### src/rtl/mst_arb_pkg.sv
// Shared definitions for the two-port master FIFO arbiter: word field
// positions and the arbitration state encoding.
package mst_arb_pkg;

  localparam int SOP_BIT = 17;
  localparam int EOP_BIT = 16;

  typedef enum logic [1:0] {
    IDLE = 2'd0,
    G0   = 2'd1,
    G1   = 2'd2
  } arb_state_e;

endpackage

### src/rtl/mst_arb_outreg.sv
// Single-entry holding register in front of the master FIFO write port.
// A new word may load while the held word drains in the same cycle.
module mst_arb_outreg #(
  parameter int DW = 18
) (
  input  logic          clk,
  input  logic          rst,
  input  logic          in_vld,
  input  logic [DW-1:0] in_data,
  input  logic          mst_full,
  output logic          stall,
  output logic [DW-1:0] mst_din,
  output logic          mst_wr_en
);

  logic          out_v_q, out_v_d;
  logic [DW-1:0] out_data_q, out_data_d;

  always_comb begin
    out_v_d    = out_v_q;
    out_data_d = out_data_q;
    if (in_vld) begin
      out_v_d    = 1'b1;
      out_data_d = in_data;
    end else if (out_v_q && !mst_full) begin
      out_v_d = 1'b0;
    end
  end

  // Data is cleared on reset so mst_din reads zero afterwards.
  always_ff @(posedge clk) begin
    if (rst) begin
      out_v_q    <= 1'b0;
      out_data_q <= '0;
    end else begin
      out_v_q    <= out_v_d;
      out_data_q <= out_data_d;
    end
  end

  assign stall     = out_v_q & mst_full;
  assign mst_wr_en = out_v_q & ~mst_full;
  assign mst_din   = out_data_q;

endmodule

### src/rtl/mst_arbiter.sv
// Packet-granular two-port arbiter for the bus-master command FIFO with a
// per-grant stall watchdog. Optional counters: define MST_ARB_STATS_EN.
module mst_arbiter
  import mst_arb_pkg::*;
#(
  parameter int DW      = 18,
  parameter int TIMEOUT = 1024,
  parameter int TMO_W   = 11
) (
  input  logic          sys_clk,
  input  logic          sys_rst,
  input  logic          req0,
  output logic          gnt0,
  input  logic [DW-1:0] din0,
  input  logic          wr_en0,
  output logic          full0,
  input  logic          req1,
  output logic          gnt1,
  input  logic [DW-1:0] din1,
  input  logic          wr_en1,
  output logic          full1,
  output logic [DW-1:0] mst_din,
  output logic          mst_wr_en,
  input  logic          mst_full,
  output logic          tmo_err,
  output logic          tmo_port
`ifdef MST_ARB_STATS_EN
  ,
  output logic [15:0]   pkt_cnt0,
  output logic [15:0]   pkt_cnt1,
  output logic [7:0]    tmo_cnt
`endif
);

  arb_state_e       state_q, state_d;
  logic             rr_last_q, rr_last_d;
  logic [TMO_W-1:0] wd_q, wd_d;
  logic             tmo_err_q, tmo_err_d;
  logic             tmo_port_q, tmo_port_d;

  logic             stall;
  logic             acc0, acc1, acc, acc_eop;
  logic [DW-1:0]    acc_data;

  assign gnt0  = (state_q == G0);
  assign gnt1  = (state_q == G1);
  assign full0 = ~gnt0 | stall;
  assign full1 = ~gnt1 | stall;

  assign acc0     = wr_en0 & ~full0;
  assign acc1     = wr_en1 & ~full1;
  assign acc      = acc0 | acc1;
  assign acc_data = acc1 ? din1 : din0;
  assign acc_eop  = acc & acc_data[EOP_BIT];

  // The watchdog only counts cycles the granted port could have written.
  always_comb begin
    state_d    = state_q;
    rr_last_d  = rr_last_q;
    wd_d       = wd_q;
    tmo_err_d  = 1'b0;
    tmo_port_d = tmo_port_q;
    case (state_q)
      IDLE: begin
        wd_d = '0;
        if (req0 && (!req1 || rr_last_q)) begin
          state_d = G0;
        end else if (req1) begin
          state_d = G1;
        end
      end
      G0, G1: begin
        if (acc) begin
          wd_d = '0;
          if (acc_eop) begin
            state_d   = IDLE;
            rr_last_d = (state_q == G1);
          end
        end else if (!stall) begin
          if (wd_q == TMO_W'(TIMEOUT - 1)) begin
            state_d    = IDLE;
            rr_last_d  = (state_q == G1);
            tmo_err_d  = 1'b1;
            tmo_port_d = (state_q == G1);
            wd_d       = '0;
          end else begin
            wd_d = wd_q + TMO_W'(1);
          end
        end
      end
      default: state_d = IDLE;
    endcase
  end

  always_ff @(posedge sys_clk) begin
    if (sys_rst) begin
      state_q    <= IDLE;
      rr_last_q  <= 1'b1;
      wd_q       <= '0;
      tmo_err_q  <= 1'b0;
      tmo_port_q <= 1'b0;
    end else begin
      state_q    <= state_d;
      rr_last_q  <= rr_last_d;
      wd_q       <= wd_d;
      tmo_err_q  <= tmo_err_d;
      tmo_port_q <= tmo_port_d;
    end
  end

  assign tmo_err  = tmo_err_q;
  assign tmo_port = tmo_port_q;

  mst_arb_outreg #(.DW(DW)) u_outreg (
    .clk       (sys_clk),
    .rst       (sys_rst),
    .in_vld    (acc),
    .in_data   (acc_data),
    .mst_full  (mst_full),
    .stall     (stall),
    .mst_din   (mst_din),
    .mst_wr_en (mst_wr_en)
  );

`ifdef MST_ARB_STATS_EN
  logic [15:0] pkt_cnt0_q, pkt_cnt0_d;
  logic [15:0] pkt_cnt1_q, pkt_cnt1_d;
  logic [7:0]  tmo_cnt_q, tmo_cnt_d;

  // Packet counters wrap; the timeout counter saturates.
  always_comb begin
    pkt_cnt0_d = pkt_cnt0_q;
    pkt_cnt1_d = pkt_cnt1_q;
    tmo_cnt_d  = tmo_cnt_q;
    if (acc_eop && acc0) pkt_cnt0_d = pkt_cnt0_q + 16'd1;
    if (acc_eop && acc1) pkt_cnt1_d = pkt_cnt1_q + 16'd1;
    if (tmo_err_q && (tmo_cnt_q != 8'hFF)) tmo_cnt_d = tmo_cnt_q + 8'd1;
  end

  always_ff @(posedge sys_clk) begin
    if (sys_rst) begin
      pkt_cnt0_q <= '0;
      pkt_cnt1_q <= '0;
      tmo_cnt_q  <= '0;
    end else begin
      pkt_cnt0_q <= pkt_cnt0_d;
      pkt_cnt1_q <= pkt_cnt1_d;
      tmo_cnt_q  <= tmo_cnt_d;
    end
  end

  assign pkt_cnt0 = pkt_cnt0_q;
  assign pkt_cnt1 = pkt_cnt1_q;
  assign tmo_cnt  = tmo_cnt_q;
`endif

endmodule

### config.mk
export PLATFORM = sky130hd
export DESIGN_NAME = mst_arbiter
export DESIGN_NICKNAME = d
export VERILOG_FILES = /design/src/rtl/mst_arb_pkg.sv /design/src/rtl/mst_arb_outreg.sv /design/src/rtl/mst_arbiter.sv
export SDC_FILE = /design/constraint.sdc
export NUM_CORES = 1
export LEC_CHECK = 0
export CAP_MARGIN = 20
export CORE_ASPECT_RATIO = 1.1
export CORE_MARGIN = 5
export CORE_UTILIZATION = 47
export CTS_CLUSTER_DIAMETER = 30
export CTS_CLUSTER_SIZE = 28
export DETAILED_ROUTE_END_ITERATION = 6
export PLACE_DENSITY = 0.82
export SLEW_MARGIN = 20
export SYNTH_ARGS = -nofsm -noshare
export SYNTH_HDL_FRONTEND = slang
export SYNTH_SLANG_ARGS = --single-unit
### constraint.sdc
create_clock -name sys_clk -period 3.9 [get_ports sys_clk]
set_input_delay 0.39 -clock sys_clk [delete_from_list [all_inputs] [get_ports sys_clk]]
set_output_delay 0.39 -clock sys_clk [all_outputs]
set_load 0.005 [all_outputs]
# After elaboration in Yosys (flattened, before gate mapping)

Cells that the tools add are included.
Widths: inputs -> output; s select.

Bits of input ports: 43
Flip-flop bits (word level): 35
Logic and storage cells: 67

Equality and inequality tests: 9
Bitwise gates (word level): 16
Mux-type cells: 19
Reductions and logical operators: 15
Add/subtract/negate cells: 1

Operators by type and width:

| kind                  | count |
|---|---|
| $mux 11               | 3 |
| $pmux 11 s2           | 1 |
| $mux 18               | 1 |
| $mux 2                | 6 |
| $ne 3x3->1 const B    | 4 |
| $reduce_and 4->1      | 3 |
| $add 11x1->11 const B | 1 |
| $eq 11x10->1 const B  | 1 |
| $not 1->1             | 8 |
| $mux 1                | 7 |
| $reduce_bool 2->1     | 3 |
| $and 1x1->1           | 5 |
| $ne 2x1->1 const B    | 2 |
| $pmux 2 s2            | 1 |
| $reduce_or 4->1       | 1 |
| $or 1x1->1            | 3 |
| $eq 2x1->1 const B    | 1 |
| $eq 2x2->1 const B    | 1 |
| $logic_and 1x1->1     | 2 |
| $logic_not 1->1       | 2 |
| $logic_not 2->1       | 1 |
| $reduce_and 2->1      | 1 |
| $reduce_or 2->1       | 1 |
| $logic_or 1x1->1      | 1 |

# Depth between registers and ports, before layout

Depth after elaboration: 10
Gate-level depth with buffers: 7
Depth with buffers taken out: 7

# Cells and area by module

Synthesis repeated with hierarchy kept, for this count alone.

Cell total of the unflattened synthesis: 198
Area, all modules: 1,858.0 um^2

Modules (own cells, without submodules):

| module         | instances | area each (um^2) | cells each |
|---|---|---|---|
| mst_arbiter    | 1         | 1,167.4          | 135 |
| mst_arb_outreg | 1         | 690.7            | 63 |

# Least setup slack after synthesis

No wires, ideal clock.

Path kind: register to register
Start point: register state_q[0]
End point: register state_q[1]
Data arrival time: 1.742 ns
Cell stages (with the launch flop): 8
Setup slack: 2.037 ns
Period minus slack after synthesis: 1.863 ns
Library setup time: 0.121 ns
Data required time: 3.779 ns
Cells stage by stage: dfxtp_1 > inv_1 > ha_1 > a22oi_2 > nor2_2 > or2_1 > a21oi_2 > mux2_4

Longest elaborated chain between the ends: 9
Elaborated cells between the ends (all ways): 22
Those cells by class: eq/ne: 6; mux: 3; bitwise: 10; reduce/logical: 3

RTL lines:

| item                                         | line                                 | text |
|---|---|---|
| from (decl)                                  | mst_arbiter.sv:35                    | `arb_state_e state_q, state_d;` |
| from (signal assigned)                       | mst_arbiter.sv:103                   | `state_q <= state_d;` |
| $eq 2x2->1 (*)                               | mst_arbiter.sv:46                    | `assign gnt1 = (state_q == G1);` |
| via gnt1                                     | mst_arbiter.sv:18                    | `output logic gnt1,` |
| $not 1->1                                    | mst_arbiter.sv:48                    | `assign full1 = ~gnt1 \| stall;` |
| $or 1x1->1                                   | mst_arbiter.sv:48                    |  |
| $not 1->1                                    | mst_arbiter.sv:51                    | `assign acc1 = wr_en1 & ~full1;` |
| $and 1x1->1                                  | mst_arbiter.sv:51                    |  |
| $or 1x1->1 / $mux 18 (equally long branches) | mst_arbiter.sv:52, mst_arbiter.sv:53 |  |
| $and 1x1->1                                  | mst_arbiter.sv:54                    | `assign acc_eop = acc & acc_data[EOP_BIT];` |
| $ne 3x3->1 (no line)                         | n/a                                  |  |
| $reduce_and 4->1 (no line)                   | n/a                                  |  |

The timed path passes the listed nets; every way through them passes the cells marked *.
A chain may end at the register's enable or synchronous reset.

# Worst setup path in the final report

Start point: input mst_full
End point: output full0

Longest elaborated chain between the ends: 2

RTL lines:

| item        | line                 | text |
|---|---|---|
| from (decl) | mst_arbiter.sv:24    | `input logic mst_full,` |
| $and 1x1->1 | mst_arb_outreg.sv:41 | `assign stall = out_v_q & mst_full;` |
| $or 1x1->1  | mst_arbiter.sv:47    | `assign full0 = ~gnt0 \| stall;` |
| to (decl)   | mst_arbiter.sv:16    | `output logic full0,` |

Every way passes these cells.

==> out/qor.txt <==
met1 Usage GRT = 0.2011
Pre-antenna DRT Iters = 4
ranking of synthesized cells by area = dfxtp_1, mux2i_1, a211oi_1
clock skew = 6.718 ps
fin cells = 315
drt wl/cell = 13.47 um
Syn Nets = 245
Peak VDD IR = 0.3300 mV
CTS tree = done
Main synth FF type = dfxtp_1
Final setup violation count = 0
DRT Wirelength = 4.243 mm
Leak = 0.8683 nW
CP max FO = 8
EDFF count, synth = 0
pin count of the biggest net entering global routing = 38
Syn Area/Cell = 9.005 um2
Pwr per Cell Area = 595.2 mW/mm2
boundary pin count = 68
Pins Over Slew Limit = 0
CP startpoint kind = input pin
outcome = finished clean
Die Wd = 68.73 um
most common cell after layout, fill and taps aside = clkdlybuf4s50_1
CP arrival = 1690 ps
WS Path Type = in -> out
cell count after synthesis = 198
synth warn = 0
postcts setup bufs = 0
DP Worst Slack = 1745 ps
TritonCTS buffer count = 5
HPWL Detailed = 3.182 mm
layout cells sized above 1 = 0.08679
Max Cap Viol = 0
Tmin final = 2079 ps
total power = 0.001525 W
port bufs = 67
clk buf depth = 2
Sink Count = 35
RSZ-0062 raised after global routing = no
synth unique cells = 41
Starting Density = 0.4878
Hold Path Class = reg -> reg
CP Capture Type = primary output
total gr overflow = 0
H-tree depth = 2
pin slew with the least headroom to its limit = 624.9 ps
DP Cell Count = 307
RePlAce Congestion = 0.8256
hold_buf cts = 0
post-route ant nets = 0
clk_lat worst skew = 290 ps
first-pass GRT wire length = 6.727 mm
Antenna Cells = 0
setup TNS = 0 ps
Die ar. = 0.005127 mm2
Clk pin slew, worst setup/hold paths = 70 ps
vias per inst = 5.159
# rows = 23
Tot GR Track Use = 0.1742
post-cts sizing count = 0
crit share post-route = 0.5331
Top Usage Layer GRT = met2
ys async rst share = 0
Fmax = 0.4809 GHz
Chip Height = 74.60 um
worst setup margin = 1821 ps
GR Util met3 = 0.1042
initial antenna violation count = 0
Residual DRC = 0
Core ar. = 0.003655 mm2
total number of vias = 1625
Critical Path RT = 3510 ps
Area Growth Syn to Fin = 43.72%
Slew HR = 0.5824
Final Cell Area = 0.002562 mm2
initial DRC count = 151
Root Buffer = clkbuf_8
Yosys reg bits = 35
share of the synthesized area in the top cell type = 0.3930
Placed Area = 0.002479 mm2
commonest cells after routing, fill and taps aside = clkdlybuf4s50_1, dfxtp_1, nor2_1
endpoints failing hold = 0
Mapped Area = 0.001783 mm2
register area share after synthesis = 0.3930
GR Layer Usage met2 = 0.2757
number of global-route vias before repair = 1494
largest area contributor in the netlist = dfxtp_1
fin nets = 311
[layout make-up]
cell class                 count  area, um2
clock inverter                 3      15.01
inverter                       2      7.507
clock buffer                   5      68.82
tap                           50      62.56
multi-input combinational    151       1022
sequential                    35      700.7
fill                         318       1092
timing repair buffer          69      685.7
[where the power goes]
| part | leakage (nW) | internal, W | switching, W |
|---|---|---|---|
| clock network | 0.0477 | 0.000122 | 0.000130 |
| logic | 0.536 | 0.000387 | 0.000393 |
| registers | 0.285 | 0.000447 | 0.0000470 |
[metrics by stage]
step,hold WS [ps],util
floorplan,452.7,-
global placement,444.5,0.6782
detailed placement,457.5,0.6782
CTS,467.7,0.7011
global route,488.6,0.7011
finish,462.8,0.7011
[synth_stat cells, types with 2 or more instances]
library cell,instances
nor2b_1,2
mux2i_1,21
inv_1,2
nor3_1,3
clkbuf_1,4
a311oi_1,4
or2_2,2
and2_1,2
nand3_1,10
nand3b_1,2
nand2_1,11
nor2_1,29
o21ai_0,6
dfxtp_1,35
ha_1,4
a211oi_1,19
buf_2,3
nand2b_1,3
a21oi_1,13
or3_1,2
[layer usage]
layer | share of wire | vias to the layer above
li1 | - | 856
met1 | 0.39 | 698
met2 | 0.46 | 65
met3 | 0.13 | 6
met4 | 0.015 | 0
met5 | 0 | -
[worst paths after layout]
check | from | end | slack [ps] | cells past startpoint
min | tmo_port$_SDFFE_PP0P_ | tmo_port$_SDFFE_PP0P_ | 460 | 2
max | mst_full | full0 | 1820 | 4
max reg2reg | state_q[0]$_SDFFE_PP0P_ | wd_q[5]$_SDFFE_PP0P_ | 1910 | 7
min reg2reg | tmo_port$_SDFFE_PP0P_ | tmo_port$_SDFFE_PP0P_ | 460 | 2
[flip-flops by register name, indices dropped and copies added (netlist names)]
register          cells
rr_last_q             1
state_q               2
tmo_err               1
tmo_port              1
u_outreg.mst_din     18
u_outreg.out_v_q      1
wd_q                 11
[worst max-delay path, stage by stage]
cell and delay [ps]:
clkdlybuf4s50_1 490, nand2_1 180, nand2_1 120, clkdlybuf4s50_1 510
[cell families (layout without fill, tap and decap cells)]
logic type      count (synthesis)  count (layout)  synth area share
simple gates                   77              77            0.2344
compound gates                 47              47            0.1782
flops                          35              35            0.3930
mux                            23              23            0.1326
buf+inv                        12              79           0.03368
fa+ha+maj                       4               4           0.02807
Note: power is estimated with default switching activity, not from simulation.
